File: config.mk
export PLATFORM = sky130hd
export DESIGN_NAME = ccc_phase_step_ctrl
export DESIGN_NICKNAME = d
export VERILOG_FILES = /design/src/rtl/ccc_phase_step_ctrl.sv
export SDC_FILE = /design/constraint.sdc
export NUM_CORES = 1
export LEC_CHECK = 0
export CAP_MARGIN = 20
export CORE_ASPECT_RATIO = 1.75
export CORE_MARGIN = 2
export CORE_UTILIZATION = 50
export CTS_CLUSTER_DIAMETER = 100
export DETAILED_ROUTE_END_ITERATION = 8
export PLACE_DENSITY = 0.84
export REMOVE_ABC_BUFFERS = 1
export SYNTH_ARGS = -nofsm -noshare
export SYNTH_HDL_FRONTEND = slang
export SYNTH_SLANG_ARGS = --single-unit
File: constraint.sdc
create_clock -name SYS_CLK -period 1.8 [get_ports SYS_CLK]
set_input_delay 0.36 -clock SYS_CLK [delete_from_list [all_inputs] [get_ports SYS_CLK]]
set_output_delay 0.36 -clock SYS_CLK [all_outputs]
set_load 0.01 [all_outputs]
File: src/rtl/ccc_phase_step_ctrl.sv
// rtl/ccc_phase_step_ctrl.sv - DDR3 PLL dynamic phase-adjust sequencer
//
// Takes phase-step / phase-reload requests from DDR training over a
// valid/ready handshake and drives the PLL dynamic phase pins with
// correctly timed rotate and load pulses. Tracks the phase position of
// OUT0/OUT2/OUT3 and aborts any in-flight operation when lock is lost.
//
// Ports:
//   SYS_CLK, RESET_N        clock, asynchronous active-low reset
//   PLL_LOCK                raw PLL lock (asynchronous, synchronized here)
//   REQ_VALID/REQ_READY     request handshake
//   REQ_LOAD                reload all phases (other fields ignored)
//   REQ_OUTSEL              0=OUT0, 2=OUT2, 3=OUT3 (1 is illegal)
//   REQ_DIR, REQ_STEPS      step direction (1=up) and pulse count
//   DONE, ERR               one-cycle completion / error pulses
//   LOCKED                  filtered, synchronized lock
//   PHASE_OUTx_SEL, PHASE_DIRECTION, PHASE_ROTATE, LOAD_PHASE_N  to PLL
//   POS0, POS2, POS3        tracked phase positions
module ccc_phase_step_ctrl #(
    parameter int PHASE_STEPS = 8,
    parameter int ROT_HIGH    = 2,
    parameter int ROT_GAP     = 4,
    parameter int LOCK_FILTER = 16
) (
    input  logic                           SYS_CLK,
    input  logic                           RESET_N,
    input  logic                           PLL_LOCK,
    input  logic                           REQ_VALID,
    output logic                           REQ_READY,
    input  logic                           REQ_LOAD,
    input  logic [1:0]                     REQ_OUTSEL,
    input  logic                           REQ_DIR,
    input  logic [7:0]                     REQ_STEPS,
    output logic                           DONE,
    output logic                           ERR,
    output logic                           LOCKED,
    output logic                           PHASE_OUT0_SEL,
    output logic                           PHASE_OUT2_SEL,
    output logic                           PHASE_OUT3_SEL,
    output logic                           PHASE_DIRECTION,
    output logic                           PHASE_ROTATE,
    output logic                           LOAD_PHASE_N,
    output logic [$clog2(PHASE_STEPS)-1:0] POS0,
    output logic [$clog2(PHASE_STEPS)-1:0] POS2,
    output logic [$clog2(PHASE_STEPS)-1:0] POS3
);

    localparam int PW  = $clog2(PHASE_STEPS);
    localparam int LCW = $clog2(LOCK_FILTER + 1);
    localparam int TMAX = (ROT_HIGH > ROT_GAP) ? ROT_HIGH : ROT_GAP;
    localparam int TW  = $clog2(TMAX + 1);

    typedef enum logic [2:0] {
        S_IDLE,
        S_SETUP,
        S_ROT_HI,
        S_ROT_GAP,
        S_LD_LO,
        S_LD_GAP,
        S_FIN
    } state_t;

    // ---------------------------------------------------------------
    // Lock qualification: 2-flop synchronizer plus saturating filter
    // ---------------------------------------------------------------
    logic           r_lock_m;
    logic           r_lock_s;
    logic [LCW-1:0] r_lock_cnt;
    logic           w_locked;

    always_ff @(posedge SYS_CLK or negedge RESET_N) begin
        if (!RESET_N) begin
            r_lock_m   <= 1'b0;
            r_lock_s   <= 1'b0;
            r_lock_cnt <= '0;
        end else begin
            r_lock_m <= PLL_LOCK;
            r_lock_s <= r_lock_m;
            if (!r_lock_s)
                r_lock_cnt <= '0;
            else if (r_lock_cnt != LCW'(LOCK_FILTER))
                r_lock_cnt <= r_lock_cnt + 1'b1;
        end
    end

    assign w_locked = (r_lock_cnt == LCW'(LOCK_FILTER));

    // ---------------------------------------------------------------
    // Sequencer
    // ---------------------------------------------------------------
    state_t        r_state;
    logic [TW-1:0] r_timer;
    logic [7:0]    r_steps;
    logic [1:0]    r_outsel;
    logic          r_dir;
    logic          r_sel0;
    logic          r_sel2;
    logic          r_sel3;
    logic          r_pdir;
    logic          r_rot;
    logic          r_load_n;
    logic          r_done;
    logic          r_err;
    logic [PW-1:0] r_pos0;
    logic [PW-1:0] r_pos2;
    logic [PW-1:0] r_pos3;

    logic w_accept;
    logic w_abort;

    assign REQ_READY = (r_state == S_IDLE) && w_locked;
    assign w_accept  = REQ_VALID && REQ_READY;
    // FIN has already committed its DONE, so lock loss there is not an abort.
    assign w_abort   = !w_locked && (r_state != S_IDLE) && (r_state != S_FIN);

    always_ff @(posedge SYS_CLK or negedge RESET_N) begin
        if (!RESET_N) begin
            r_state  <= S_IDLE;
            r_timer  <= '0;
            r_steps  <= '0;
            r_outsel <= '0;
            r_dir    <= 1'b0;
            r_sel0   <= 1'b0;
            r_sel2   <= 1'b0;
            r_sel3   <= 1'b0;
            r_pdir   <= 1'b0;
            r_rot    <= 1'b0;
            r_load_n <= 1'b1;
            r_done   <= 1'b0;
            r_err    <= 1'b0;
            r_pos0   <= '0;
            r_pos2   <= '0;
            r_pos3   <= '0;
        end else begin
            r_done <= 1'b0;
            r_err  <= 1'b0;
            if (w_abort) begin
                // Abort wins over a same-cycle pulse completion, so a
                // rotate that was cut short is not counted.
                r_state  <= S_IDLE;
                r_rot    <= 1'b0;
                r_load_n <= 1'b1;
                r_sel0   <= 1'b0;
                r_sel2   <= 1'b0;
                r_sel3   <= 1'b0;
                r_pdir   <= 1'b0;
                r_err    <= 1'b1;
            end else begin
                case (r_state)
                    S_IDLE: begin
                        if (w_accept) begin
                            r_outsel <= REQ_OUTSEL;
                            r_dir    <= REQ_DIR;
                            r_steps  <= REQ_STEPS;
                            if (REQ_LOAD) begin
                                r_state  <= S_LD_LO;
                                r_load_n <= 1'b0;
                                r_timer  <= TW'(ROT_HIGH - 1);
                            end else if (REQ_OUTSEL == 2'd1) begin
                                r_err <= 1'b1;
                            end else if (REQ_STEPS == 8'd0) begin
                                r_state <= S_FIN;
                                r_done  <= 1'b1;
                            end else begin
                                r_state <= S_SETUP;
                                r_sel0  <= (REQ_OUTSEL == 2'd0);
                                r_sel2  <= (REQ_OUTSEL == 2'd2);
                                r_sel3  <= (REQ_OUTSEL == 2'd3);
                                r_pdir  <= REQ_DIR;
                            end
                        end
                    end
                    S_SETUP: begin
                        r_state <= S_ROT_HI;
                        r_rot   <= 1'b1;
                        r_timer <= TW'(ROT_HIGH - 1);
                    end
                    S_ROT_HI: begin
                        if (r_timer == '0) begin
                            r_state <= S_ROT_GAP;
                            r_rot   <= 1'b0;
                            r_timer <= TW'(ROT_GAP - 1);
                            r_steps <= r_steps - 1'b1;
                            // Power-of-two width gives the modulo wrap for free.
                            case (r_outsel)
                                2'd0:    r_pos0 <= r_dir ? r_pos0 + 1'b1 : r_pos0 - 1'b1;
                                2'd2:    r_pos2 <= r_dir ? r_pos2 + 1'b1 : r_pos2 - 1'b1;
                                2'd3:    r_pos3 <= r_dir ? r_pos3 + 1'b1 : r_pos3 - 1'b1;
                                default: ;
                            endcase
                        end else begin
                            r_timer <= r_timer - 1'b1;
                        end
                    end
                    S_ROT_GAP: begin
                        if (r_timer == '0) begin
                            if (r_steps != 8'd0) begin
                                r_state <= S_ROT_HI;
                                r_rot   <= 1'b1;
                                r_timer <= TW'(ROT_HIGH - 1);
                            end else begin
                                r_state <= S_FIN;
                                r_done  <= 1'b1;
                                r_sel0  <= 1'b0;
                                r_sel2  <= 1'b0;
                                r_sel3  <= 1'b0;
                                r_pdir  <= 1'b0;
                            end
                        end else begin
                            r_timer <= r_timer - 1'b1;
                        end
                    end
                    S_LD_LO: begin
                        if (r_timer == '0) begin
                            r_state  <= S_LD_GAP;
                            r_load_n <= 1'b1;
                            r_timer  <= TW'(ROT_GAP - 1);
                        end else begin
                            r_timer <= r_timer - 1'b1;
                        end
                    end
                    S_LD_GAP: begin
                        if (r_timer == '0) begin
                            r_state <= S_FIN;
                            r_done  <= 1'b1;
                            r_pos0  <= '0;
                            r_pos2  <= '0;
                            r_pos3  <= '0;
                        end else begin
                            r_timer <= r_timer - 1'b1;
                        end
                    end
                    S_FIN: begin
                        r_state <= S_IDLE;
                    end
                    default: begin
                        r_state <= S_IDLE;
                    end
                endcase
            end
        end
    end

    assign DONE            = r_done;
    assign ERR             = r_err;
    assign LOCKED          = w_locked;
    assign PHASE_OUT0_SEL  = r_sel0;
    assign PHASE_OUT2_SEL  = r_sel2;
    assign PHASE_OUT3_SEL  = r_sel3;
    assign PHASE_DIRECTION = r_pdir;
    assign PHASE_ROTATE    = r_rot;
    assign LOAD_PHASE_N    = r_load_n;
    assign POS0            = r_pos0;
    assign POS2            = r_pos2;
    assign POS3            = r_pos3;

endmodule
==> flow_summary.json, run 1 <==
{
  "gp_congestion": 0.917,
  "netlist_instances": 272,
  "fp.dieW_um": 58.2,
  "grt_usage": 0.260,
  "syn_area_mm2": 0.00257,
  "wl_per_cell_um": 18.9,
  "ys_seq_area_frac": 0.400,
  "ys_types": 62,
  "status": "finished, violations left",
  "worst-setup-path-type": "reg2reg",
  "cp-start-kind": "register",
  "antenna_found_initial": 0,
  "cp-end-kind": "register",
  "power_density_mw_per_mm2": 482,
  "design_area_mm2": 0.00360,
  "cts.sinks": 41,
  "place_area_mm2": 0.00326,
  "antenna_left": 0,
  "final_hold_viol_count": 0,
  "r2r-start": "r_steps[2]",
  "synth_edf_count": 0,
  "grt_pass1_vias": 2641,
  "cts_buffers": 5,
  "slew_viol_final": 0,
  "post-route-util": 0.723,
  "h-tree-depth": 2,
  "layout_min_cycle_time_ns": 2.00,
  "fmax_ghz": 0.500,
  "worst_ep_arrival_time_ns": 2.20,
  "r2r_cells": 5,
  "drcViolationCount": 0,
  "finalSetupTns_ns": -1.09,
  "syn_avg_cell_area_um2": 9.44,
  "cts_buffer_depth": 2,
  "grt_pass1_wl_mm": 11.8,
  "cp_max_fo": 4,
  "drv_cap": 0,
  "drive_above_1_share": 0.326,
  "viasPerCell": 6.17,
  "cts_hold_buf": 0,
  "first_iter_violations": 127,
  "power_uw": 1730,
  "n_antenna_cell": 0,
  "pre_cts_ws_ns": -0.246,
  "dieArea_mm2": 0.00575,
  "io_pins": 35,
  "core_area_mm2": 0.00498,
  "setup_slack_ns": -0.202,
  "clk_latency_ns": 0.30,
  "maxSlewHeadroom": 0.559,
  "first_pass_iters": 5,
  "cts_tree": "done",
  "rsz0062_at_grt": "true",
  "final_cell_mix": "51 x buf_4, 38 x dfrtp_1, 31 x clkdlybuf4s50_1",
  "yosysWarnings": 0,
  "ys_ff_latch": 41,
  "fin_nets": 383,
  "overflow": 0,
  "critPathLaunch": "r_steps[2]",
  "start_util": 0.516,
  "grt_max_degree": 25,
  "layout_commonest_cell": "buf_4",
  "required_ns": 2.00,
  "violations": "negative setup slack",
  "period_share": 1.11,
  "drt-total-wl_mm": 7.81,
  "tightest_slew_ns": 0.655,
  "synth_flop_cell": "dfrtp_1",
  "rows": 34,
  "synthArstFlopShare": 1.00,
  "clk_pin_slew_ns": 0.08,
  "syn2layout_area_growth_pct": 40.0,
  "hold_path.class": "in2async",
  "ir_drop_v": 0.000549,
  "clockRootBuffer": "clkbuf_8",
  "dp_hpwl_mm": 4.81,
  "p_leak_uw": 0.00159,
  "setup_violations": 13,
  "die_h_um": 98.8,
  "num_vias": 2549,
  "skew_ns": 0.00455,
  "portBuffers": 34
}
cells by family after synthesis:
logic type                 count (synthesis)  synth area share
AOI/OAI and AO/OA                         79             0.195
muxes                                      8            0.0326
buffers and inverters                     27            0.0516
xor gates and xnor gates                   5            0.0170
DFF                                       41             0.400
and+or+nand+nor                          103             0.251
adders and majority gates                  9            0.0526
cell usage after synthesis (all sizes together), types with 5 or more instances:
cell    count  area share
a21oi      24       0.047
and2        7       0.018
xnor2       5       0.017
nand3      11       0.021
clkbuf      5      0.0073
buf         8       0.024
ha          6       0.029
dfrtp      40        0.39
nor2       19       0.029
mux2i       5       0.019
nor3        5       0.019
nand2      28       0.041
o21ai      29       0.057
inv        14       0.020
timing repair:
| action | CTS | global route |
|---|---|---|
| endpoints found under the setup margin | 26 | 31 |
| gates resized for setup | 29 | 29 |
| buffers inserted | 6 | 5 |
| pin swaps | 5 | 8 |
| hold endpoints to repair | 0 | 0 |
layer usage:
| metal | share of wire | track usage | up-vias |
|---|---|---|---|
| met2 | 0.54 | 0.466 | 119 |
| met1 | 0.36 | 0.285 | 1247 |
| met5 | 0 | 0 | - |
| li1 | - | - | 1150 |
| met4 | 0.048 | 0.138 | 0 |
| met3 | 0.053 | 0.0394 | 33 |
power breakdown:
group	switching [uW]	leakage, uW	total (uW)	internal (uW)
Combinational	70.9	0.00101	152	81.5
Clock	336	0.0000512	647	311
Sequential	5.97	0.000538	934	928
Total	413	0.00159	1730	1320
state kept, by name, indices dropped and copies added (netlist names):
name	flops
r_steps	8
r_lock_cnt	5
POS0	3
POS2	3
POS3	3
r_state	3
r_timer	3
r_outsel	2
DONE	1
ERR	1
LOAD_PHASE_N	1
PHASE_DIRECTION	1
PHASE_OUT0_SEL	1
PHASE_OUT2_SEL	1
PHASE_OUT3_SEL	1
PHASE_ROTATE	1
r_dir	1
r_lock_m	1
r_lock_s	1
cell type report:
| class | count | area (um2) |
|---|---|---|
| Clock buffer | 6 | 82.6 |
| Fill cell | 307 | 1380 |
| Clock inverter | 2 | 13.8 |
| Sequential cell | 41 | 1030 |
| Multi-Input combinational cell | 204 | 1540 |
| Inverter | 14 | 52.6 |
| Timing Repair Buffer | 92 | 808 |
| Tap cell | 54 | 67.6 |
path summary, 6_finish.rpt:
check	to	slack (ns)
setup / recovery	r_state[0]	-0.20
hold / removal	DONE	0.008
setup reg to reg	r_state[0]	-0.20
hold reg to reg	r_lock_s	0.36
max in group asynchronous	r_lock_m	1.31
min in group SYS_CLK	r_lock_s	0.36
critical path: stages, from the launching register on:
cell and delay, ns:
dfrtp_1 0.39, nor4_1 0.60, and4_4 0.41, nor4b_4 0.07, a21o_1 0.19, o31ai_2 0.24
metrics by stage:
stage	hold slack [ns]	instances
after CTS	0.0117	408
after detailed placement	0.335	394
after global routing	0.0298	413
after floorplan	0.0644	259
after global placement	0.337	394
final	0.00802	413
Power figures use the tool's default switching activity.
==> run 2: changes to the inputs <==
REMOVE_ABC_BUFFERS = not set   (was 1)
SKIP_LAST_GASP = 1   (was not set)
==> run 2 against run 1 <==
  * Final cell count grew 0.97%
  * The run still ends with negative setup slack left
  * Combinational power shrank 4%
  * Utilization shrank 0.13 points
  * Fmax grew 9.5%
  * Clock skew grew 0.0039 ns
  * Flip-flop and latch count is the same
  * Critical path depth grew 2
  * Setup slack gained 0.17 ns
  * Clock power grew 23%
  * Sequential share of layout area grew 0.085 points
==> flow_summary.json, run 2 (synthesis results as in run 1) <==
{
  "cts_hold_buf": 0,
  "final_hold_viol_count": 0,
  "h-tree-depth": 2,
  "antenna_found_initial": 0,
  "first_iter_violations": 143,
  "drcViolationCount": 0,
  "tightest_slew_ns": 0.540,
  "fmax_ghz": 0.547,
  "power_density_mw_per_mm2": 521,
  "p_leak_uw": 0.00160,
  "period_share": 1.02,
  "largest_register": "r_steps",
  "p_switching_uw": 414,
  "syn2layout_area_growth_pct": 39.8,
  "start_util": 0.516,
  "grt_max_degree": 23,
  "fin_nets": 387,
  "multiInputGateArea_mm2": 0.00150,
  "io_pins": 35,
  "place_area_mm2": 0.00330,
  "r2r-start": "r_state[1]",
  "clkPwrFrac": 0.423,
  "first_pass_iters": 4,
  "cts.sinks": 41,
  "cp-start-kind": "register",
  "final_cell_mix": "59 x buf_4, 37 x dfrtp_1, 31 x clkdlybuf4s50_1",
  "hold_path.class": "in2async",
  "required_ns": 2.02,
  "num_vias": 2511,
  "n_fill_cell": 338,
  "dieArea_mm2": 0.00575,
  "die_h_um": 98.8,
  "drive_above_1_share": 0.333,
  "dp_hpwl_mm": 4.99,
  "design_area_mm2": 0.00359,
  "clk_latency_ns": 0.30,
  "clk_pin_slew_ns": 0.09,
  "syn-num-nets": 297,
  "cts_buffer_depth": 2,
  "swShare": 0.221,
  "fp.dieW_um": 58.2,
  "clockRootBuffer": "clkbuf_8",
  "portBuffers": 34,
  "layout_min_cycle_time_ns": 1.83,
  "r2r_setup_slack_ns": -0.03,
  "cts_tree": "done",
  "antenna_left": 0,
  "n_antenna_cell": 0,
  "layout_commonest_cell": "buf_4",
  "worst_ep_arrival_time_ns": 2.05,
  "grt_pass1_vias": 2548,
  "viasPerCell": 6.02,
  "slew_viol_final": 0,
  "seq_area_mm2": 0.00103,
  "maxSlewHeadroom": 0.640,
  "gp_congestion": 0.955,
  "core_area_mm2": 0.00498,
  "rsz0062_at_grt": "true",
  "pre_cts_ws_ns": -0.193,
  "status": "finished, violations left",
  "r2r_cells": 7,
  "largest_register_ff_count": 8,
  "rows": 34,
  "skew_ns": 0.00841,
  "setup_violations": 5,
  "violations": "negative setup slack",
  "drv_cap": 0,
  "drt-total-wl_mm": 7.36,
  "p_int_uw": 1460,
  "grt_pass1_wl_mm": 11.4,
  "setup_slack_ns": -0.0281,
  "ir_drop_v": 0.000735,
  "cp_max_fo": 5,
  "reg.largest.list": "r_steps (8), r_lock_cnt (5)",
  "cts_buffers": 5,
  "r2r-end": "r_timer[1]",
  "worst-setup-path-type": "reg2reg",
  "overflow": 0,
  "p_seq_frac": 0.498,
  "wl_per_cell_um": 17.7,
  "grt_usage": 0.255,
  "pwr-share-comb": 0.078,
  "cp-end-kind": "register"
}
[run 2: final cells by class]
cell class,count,share of cell area
well taps,54,0.0188
clock inverters,2,0.0105
inverters,14,0.0153
repair buffers,96,0.228
clock buffers,6,0.0230
multi-input cells,204,0.417
flip-flops and latches,41,0.287
[run 2: how the worst max path moves through the flow]
stage	cells after the start	endpoint	slack [ns]	startpoint
after floorplan	7	REQ_READY	0.006	r_lock_cnt[0]
after global placement	7	r_timer[1]	-0.17	REQ_VALID
after detailed placement	7	r_state[1]	-0.19	REQ_VALID
after CTS	8	r_state[1]	0.001	r_lock_cnt[1]
after global routing	5	PHASE_OUT0_SEL	-0.14	r_steps[2]
final	7	r_timer[1]	-0.03	r_state[1]
[run 2: stage by stage]
step           instances  hold slack, ns  power, uW  setup TNS, ns  utilization
2_1_floorplan        272          0.0644        986              0            -
5_1_grt              417          0.0728       1930          -1.11        0.721
3_5_place_dp         402           0.340       1090          -2.07        0.664
6_report             417          0.0350       1870         -0.105        0.721
3_3_place_gp         402           0.337       1080          -1.44        0.664
4_1_cts              414          0.0533       1870              0        0.697
[run 2: what timing repair did]
action,in CTS,in global routing
setup buffers,5,3
pin swaps,2,12
setup endpoints to repair,17,24
resized for setup,19,31
[run 2: worst max-delay path: stages (launching register included)]
cell and delay [ns]:
dfrtp_2 0.48, buf_6 0.15, and2b_2 0.22, and4_4 0.23, buf_4 0.15, nor3b_4 0.28
o2111ai_1 0.14, o21ai_1 0.11
[run 2: metal layers]
layer,GRT usage,vias to the layer above,routed length (um)
met1,0.262,1240,2660
met4,0.138,0,277
met2,0.470,92,4140
met3,0.0420,25,282
met5,0,-,0
li1,-,1154,-
[run 2: power by group through the flow]
stage / Sequential, uW / Combinational (uW) / Clock [uW]
6_report: 933 / 146 / 793
5_1_grt: 934 / 164 / 833
4_1_cts: 933 / 143 / 798
3_5_place_dp: 951 / 135 / 0
3_3_place_gp: 950 / 131 / 0
2_1_floorplan: 952 / 33.6 / 0
==> run 3: changes to the inputs <==
GPL_TIMING_DRIVEN = 0   (was not set)
==> run 3 against run 2 <==
  * The run still ends with negative setup slack left
  * Sequential power hardly changed
  * Clock power is 2% higher
  * Clock-buffer cell count did not move
  * Routed wire length fell by 6.9%
  * First-iteration DRC count increased by 1.4%
  * Die area did not move
  * Highest routed layer unchanged
==> flow_summary.json, run 3 (synthesis results as in run 1) <==
{
  "cp-end-kind": "register",
  "ir_drop_v": 0.000809,
  "grt_max_degree": 27,
  "design_area_mm2": 0.00339,
  "reg.largest.list": "r_steps (8), r_lock_cnt (5)",
  "die_h_um": 98.8,
  "portBuffers": 34,
  "core_area_mm2": 0.00498,
  "largest_register_ff_count": 8,
  "maxSlewHeadroom": 0.615,
  "io_pins": 35,
  "cp-start-kind": "primary input",
  "hold_slack_ns": 0.359,
  "fmax_ghz": 0.506,
  "multiInputGateArea_mm2": 0.00150,
  "drcViolationCount": 0,
  "post-route-util": 0.680,
  "stdcell_count": 390,
  "clk_pin_slew_ns": 0.09,
  "layout_commonest_cell": "dfrtp_1",
  "gp_congestion": 0.864,
  "setup_violations": 14,
  "n_fill_cell": 365,
  "dieArea_mm2": 0.00575,
  "fp.dieW_um": 58.2,
  "slew_viol_final": 0,
  "n_antenna_cell": 0,
  "power_uw": 1860,
  "first_iter_violations": 145,
  "layout_min_cycle_time_ns": 1.98,
  "cts_buffer_depth": 2,
  "seq_area_mm2": 0.00103,
  "overflow": 0,
  "placed_cells": 361,
  "period_share": 1.10,
  "violations": "negative setup slack",
  "grt_pass1_vias": 2259,
  "cts.sinks": 41,
  "rows": 34,
  "syn2layout_area_growth_pct": 31.8,
  "clockRootBuffer": "clkbuf_8",
  "clk_latency_ns": 0.30,
  "largest_register": "r_steps",
  "critPathSlowestCell": "nor4_1",
  "p_leak_uw": 0.00146,
  "skew_ns": 0.00824,
  "antenna_found_initial": 0,
  "tightest_slew_ns": 0.577,
  "viasPerCell": 6.30,
  "grt_pass1_wl_mm": 10.7,
  "status": "finished, violations left",
  "slowest_delay_ns": 0.51,
  "crit_chain": "clkdlybuf4s50_1 > nor4_1 > a21oi_1 > nor4bb_1 > o21ai_0 > o31ai_1",
  "hold_path.class": "reg2reg",
  "wl_per_cell_um": 17.6,
  "first_pass_iters": 8,
  "h-tree-depth": 2,
  "required_ns": 1.99,
  "start_util": 0.516,
  "worst_ep_arrival_time_ns": 2.17,
  "grt_usage": 0.239,
  "syn-num-nets": 297,
  "fin_nets": 360,
  "num_vias": 2457,
  "rsz0062_at_grt": "true",
  "drive_above_1_share": 0.253,
  "final_hold_viol_count": 0,
  "dp_hpwl_mm": 4.44,
  "antenna_left": 0,
  "worst-setup-path-type": "in2reg",
  "cp_max_fo": 2,
  "place_area_mm2": 0.00299,
  "power_density_mw_per_mm2": 551,
  "setup_slack_ns": -0.177,
  "drv_cap": 0,
  "cts_buffers": 5,
  "final_cell_mix": "39 x dfrtp_1, 31 x clkdlybuf4s50_1, 27 x nand2_1",
  "cts_tree": "done",
  "drt-total-wl_mm": 6.86
}
-- run 3: changes by cell type in the layout (fill, tap and decap cells not counted), moves of 3 or more --
cell	change
nand2_1	+3
clkbuf_1	+3
buf_4	-38
nand2_2	-3
buf_6	+4
-- run 3: final timing paths --
path | startpoint | end | slack (ns) | cells past startpoint
max | REQ_STEPS[5] | r_state[2] | -0.18 | 6
min | r_lock_m | r_lock_s | 0.36 | 0
max reg2reg | r_lock_cnt[0] | DONE | -0.11 | 9
min reg2reg | r_lock_m | r_lock_s | 0.36 | 0
max in group asynchronous | RESET_N | LOAD_PHASE_N | 0.76 | 3
min in group asynchronous | RESET_N | r_timer[2] | 0.50 | 2
-- run 3: area by class of cell --
cell class                      instances  area share
Buffer                                 13      0.0299
Clock inverter                          2      0.0111
Timing Repair Buffer                   56       0.153
Multi-Input combinational cell        204       0.442
Clock buffer                            6      0.0244
Tap cell                               54      0.0200
Inverter                               14      0.0155
Sequential cell                        41       0.304
-- run 3: per-stage QoR --
step           setup WS [ns]  setup TNS [ns]
2_1_floorplan        0.00607               0
3_3_place_gp          -0.686          -32.60
3_5_place_dp          -0.656           -5.64
4_1_cts               -0.105          -0.256
5_1_grt               -0.262           -2.90
6_report              -0.177           -1.45
-- run 3: what timing repair did --
action                                  4_1_cts  5_1_grt
buffers inserted                             10       10
endpoints found under the hold margin        15        0
hold buffers                                  1        0
gates resized for setup                      26       23
endpoints found under the setup margin       23       27
pin swaps                                     1        5
-- run 3: critical path: cells and delay by family --
family                 cells  cell delay [ns]
and+or+nand+nor            2             0.90
buffers and inverters      1             0.44
AOI/OAI and AO/OA          3             0.47
-- run 3: layer usage --
layer | vias to the layer above | GRT usage | wire length (um)
li1 | 1110 | - | -
met1 | 1187 | 0.286 | 2540
met2 | 125 | 0.410 | 3550
met3 | 35 | 0.0354 | 458
met4 | 0 | 0.111 | 306
met5 | - | 0 | 0
-- run 3: where the power goes --
group	switching, uW	internal (uW)
sequential	6.19	928
clock	353	451
combinational	61.8	63.7
==> patch, RTL diff (settings of run 3) <==
The 7 states of `state_t` get a one-hot encoding in 7 bits.
--- a/src/rtl/ccc_phase_step_ctrl.sv
+++ b/src/rtl/ccc_phase_step_ctrl.sv
@@ -52,10 +52,10 @@
 
-    typedef enum logic [2:0] {
-        S_IDLE,
-        S_SETUP,
-        S_ROT_HI,
-        S_ROT_GAP,
-        S_LD_LO,
-        S_LD_GAP,
-        S_FIN
+    typedef enum logic [6:0] {
+        S_IDLE    = 7'b0000001,
+        S_SETUP   = 7'b0000010,
+        S_ROT_HI  = 7'b0000100,
+        S_ROT_GAP = 7'b0001000,
+        S_LD_LO   = 7'b0010000,
+        S_LD_GAP  = 7'b0100000,
+        S_FIN     = 7'b1000000
     } state_t;
Function: same outputs for any inputs over 10 cycles, from zero or initial values and one cycle with RESET_N low; not proved beyond that.
==> patch against run 3 <==
- the flow still finishes with violations (setup timing)
- global-route usage increased by 6.2 points
- sequential cell count rose by 4
- hold slack got worse by 0.35 ns
- area after synthesis grew 7.5%
- die area increased by 7.0%
- routed wire length is 31% higher
- design area grew 19%
- worst setup slack got worse by 0.41 ns
- first-iteration DRC count is 8.3% lower
- critical endpoint is now PHASE_OUT0_SEL$_DFFE_PN0P_
Power is not compared: it rests on default switching activity, and its combinational part moved more than twofold at a synthesized area within 25%.
==> patch: results (changes against run 3) <==
| Metric | Value |
|---|---|
| Total wire length | 8960 µm (was 6860 µm) |
| Setup slack of the critical path after layout | -0.590 ns (was -0.177 ns) |
| Avg Inst Size Synth | 9.49 µm² (was 9.44 µm²) |
| Largest fanout on the critical path | 6 (was 2) |
| Global Route Usage Sum | 30.1% (was 23.9%) |
| DP Area | 3300 µm² (was 2990 µm²) |
| Sequential share of the synthesized area | 40.9% (was 40.0%) |
| Yosys cell types | 64 (was 62) |
| Worst setup slack after placement | -0.921 ns (was -0.656 ns) |
| Number of global-route vias before repair | 2831 (was 2259) |
| Critical-path top delay cell | sky130_fd_sc_hd__or4_4 (was sky130_fd_sc_hd__nor4_1) |
| Violations in the final reports | setup timing (unchanged) |
| Total placed cells including tap cells | 400 (was 361) |
| Critical path data arrival time | 2.59 ns (was 2.17 ns) |
| Iteration-0 DRC Markers | 133 (was 145) |
| Result of the run | finished, violations left (unchanged) |
| HPWL after detailed placement | 5270 µm (was 4440 µm) |
| Vias per cell | 6.19 (was 6.30) |
| Regs by FF count | r_steps x8, r_state x7, r_lock_cnt x5 (was r_steps x8, r_lock_cnt x5) |
| Pin count of the biggest net entering global routing | 26 (was 27) |
| Net count, final | 393 (was 360) |
| Setup Skew | 0.0104 ns (was 0.00824 ns) |
| Fill cells | 344 (was 365) |
| Net count of the mapped netlist | 316 (was 297) |
| Final setup fails | 39 (was 14) |
| Share of final-layout standard cells stronger than drive strength 1 | 34.4% (was 25.3%) |
| Count of placed standard cells in the final layout, fillers left out | 443 (was 390) |
| Synth top cells by count | 43 x sky130_fd_sc_hd__dfrtp_1, 28 x sky130_fd_sc_hd__nand2_1, 27 x sky130_fd_sc_hd__o21ai_0 (was 40 x sky130_fd_sc_hd__dfrtp_1, 28 x sky130_fd_sc_hd__nand2_1, 27 x sky130_fd_sc_hd__o21ai_0) |
## patch: changes by cell type after synthesis, sizes merged, moves of 4 or more
cell          run 3  this run
or4               0         4
and3              3         7
a21oi            24        13
o31ai             2         7
nor3              5        11
## patch: path summary, 6_finish.rpt
| kind | from | cells after the start | end | slack, ns |
|---|---|---|---|---|
| worst max-delay path | r_state[4]$_DFFE_PN0P_ | 7 | PHASE_OUT0_SEL$_DFFE_PN0P_ | -0.59 |
| worst min-delay path | RESET_N | 1 | POS3[1]$_DFFE_PN0P_ | 0.01 |
| worst max register to register | r_state[4]$_DFFE_PN0P_ | 7 | PHASE_OUT0_SEL$_DFFE_PN0P_ | -0.59 |
| worst min register to register | r_lock_m$_DFF_PN0_ | 0 | r_lock_s$_DFF_PN0_ | 0.35 |
| max in group asynchronous | RESET_N | 2 | LOAD_PHASE_N$_DFFE_PN1P_ | 1.21 |
| min in group SYS_CLK | r_lock_m$_DFF_PN0_ | 0 | r_lock_s$_DFF_PN0_ | 0.35 |
## patch: cells by family after synthesis
group                      count (synthesis)  share of synthesized area (%)
AOI/OAI and AO/OA                         82                           21.6
xor gates and xnor gates                  11                           3.49
adders and majority gates                  9                           4.90
buffers and inverters                     28                           4.90
DFF                                       45                           40.9
muxes                                      6                           2.49
and+or+nand+nor                          110                           21.7
## patch: final cells by class
cell class / instances / area [µm²] / area share (%)
inverter: 12 / 50.0 / 1.24
clock inverter: 1 / 30.0 / 0.747
sequential: 45 / 1130 / 28.1
clock buffer: 7 / 86.3 / 2.15
multi-input combinational: 218 / 1820 / 45.4
buffer: 12 / 124 / 3.08
tap: 74 / 92.6 / 2.30
timing repair buffer: 74 / 686 / 17.1
## patch: through the flow
stage	power, mW	setup TNS, ns
after detailed placement	2.68	-18.71
after global routing	4.86	-19.91
after floorplan	2.25	-8.05
final	4.68	-17.48
after CTS	4.18	-13.99
after global placement	2.64	-54.53
## patch: metal layers
metal | track usage (%) | vias to the layer above | share of wire, %
met5 | 0 | - | 0
met4 | 21.0 | 0 | 6.7
met3 | 5.44 | 51 | 5.6
met2 | 52.3 | 139 | 55
met1 | 31.4 | 1333 | 33
li1 | - | 1219 | -
## patch: critical path: cells and delay by family, from the launching register on
kind	cells	cell delay (ns)
compound gates	3	0.63
flops	1	0.38
buf+inv	2	0.30
mux	1	0.37
simple gates	1	0.59
## patch: what timing repair did
| action | 4_1_cts | 5_1_grt |
|---|---|---|
| gates resized for setup | 69 | 21 |
| pin swaps | 21 | 22 |
| buffers inserted | 25 | 14 |
| hold buffers | 0 | 0 |
| endpoints found under the hold margin | 0 | 0 |
| setup endpoints to repair | 40 | 40 |
## patch: power breakdown
group | total [mW] | switching (mW) | internal, mW
sequential | 1.20 | 0.0852 | 1.11
clock | 0.812 | 0.359 | 0.453
combinational | 2.67 | 1.33 | 1.34
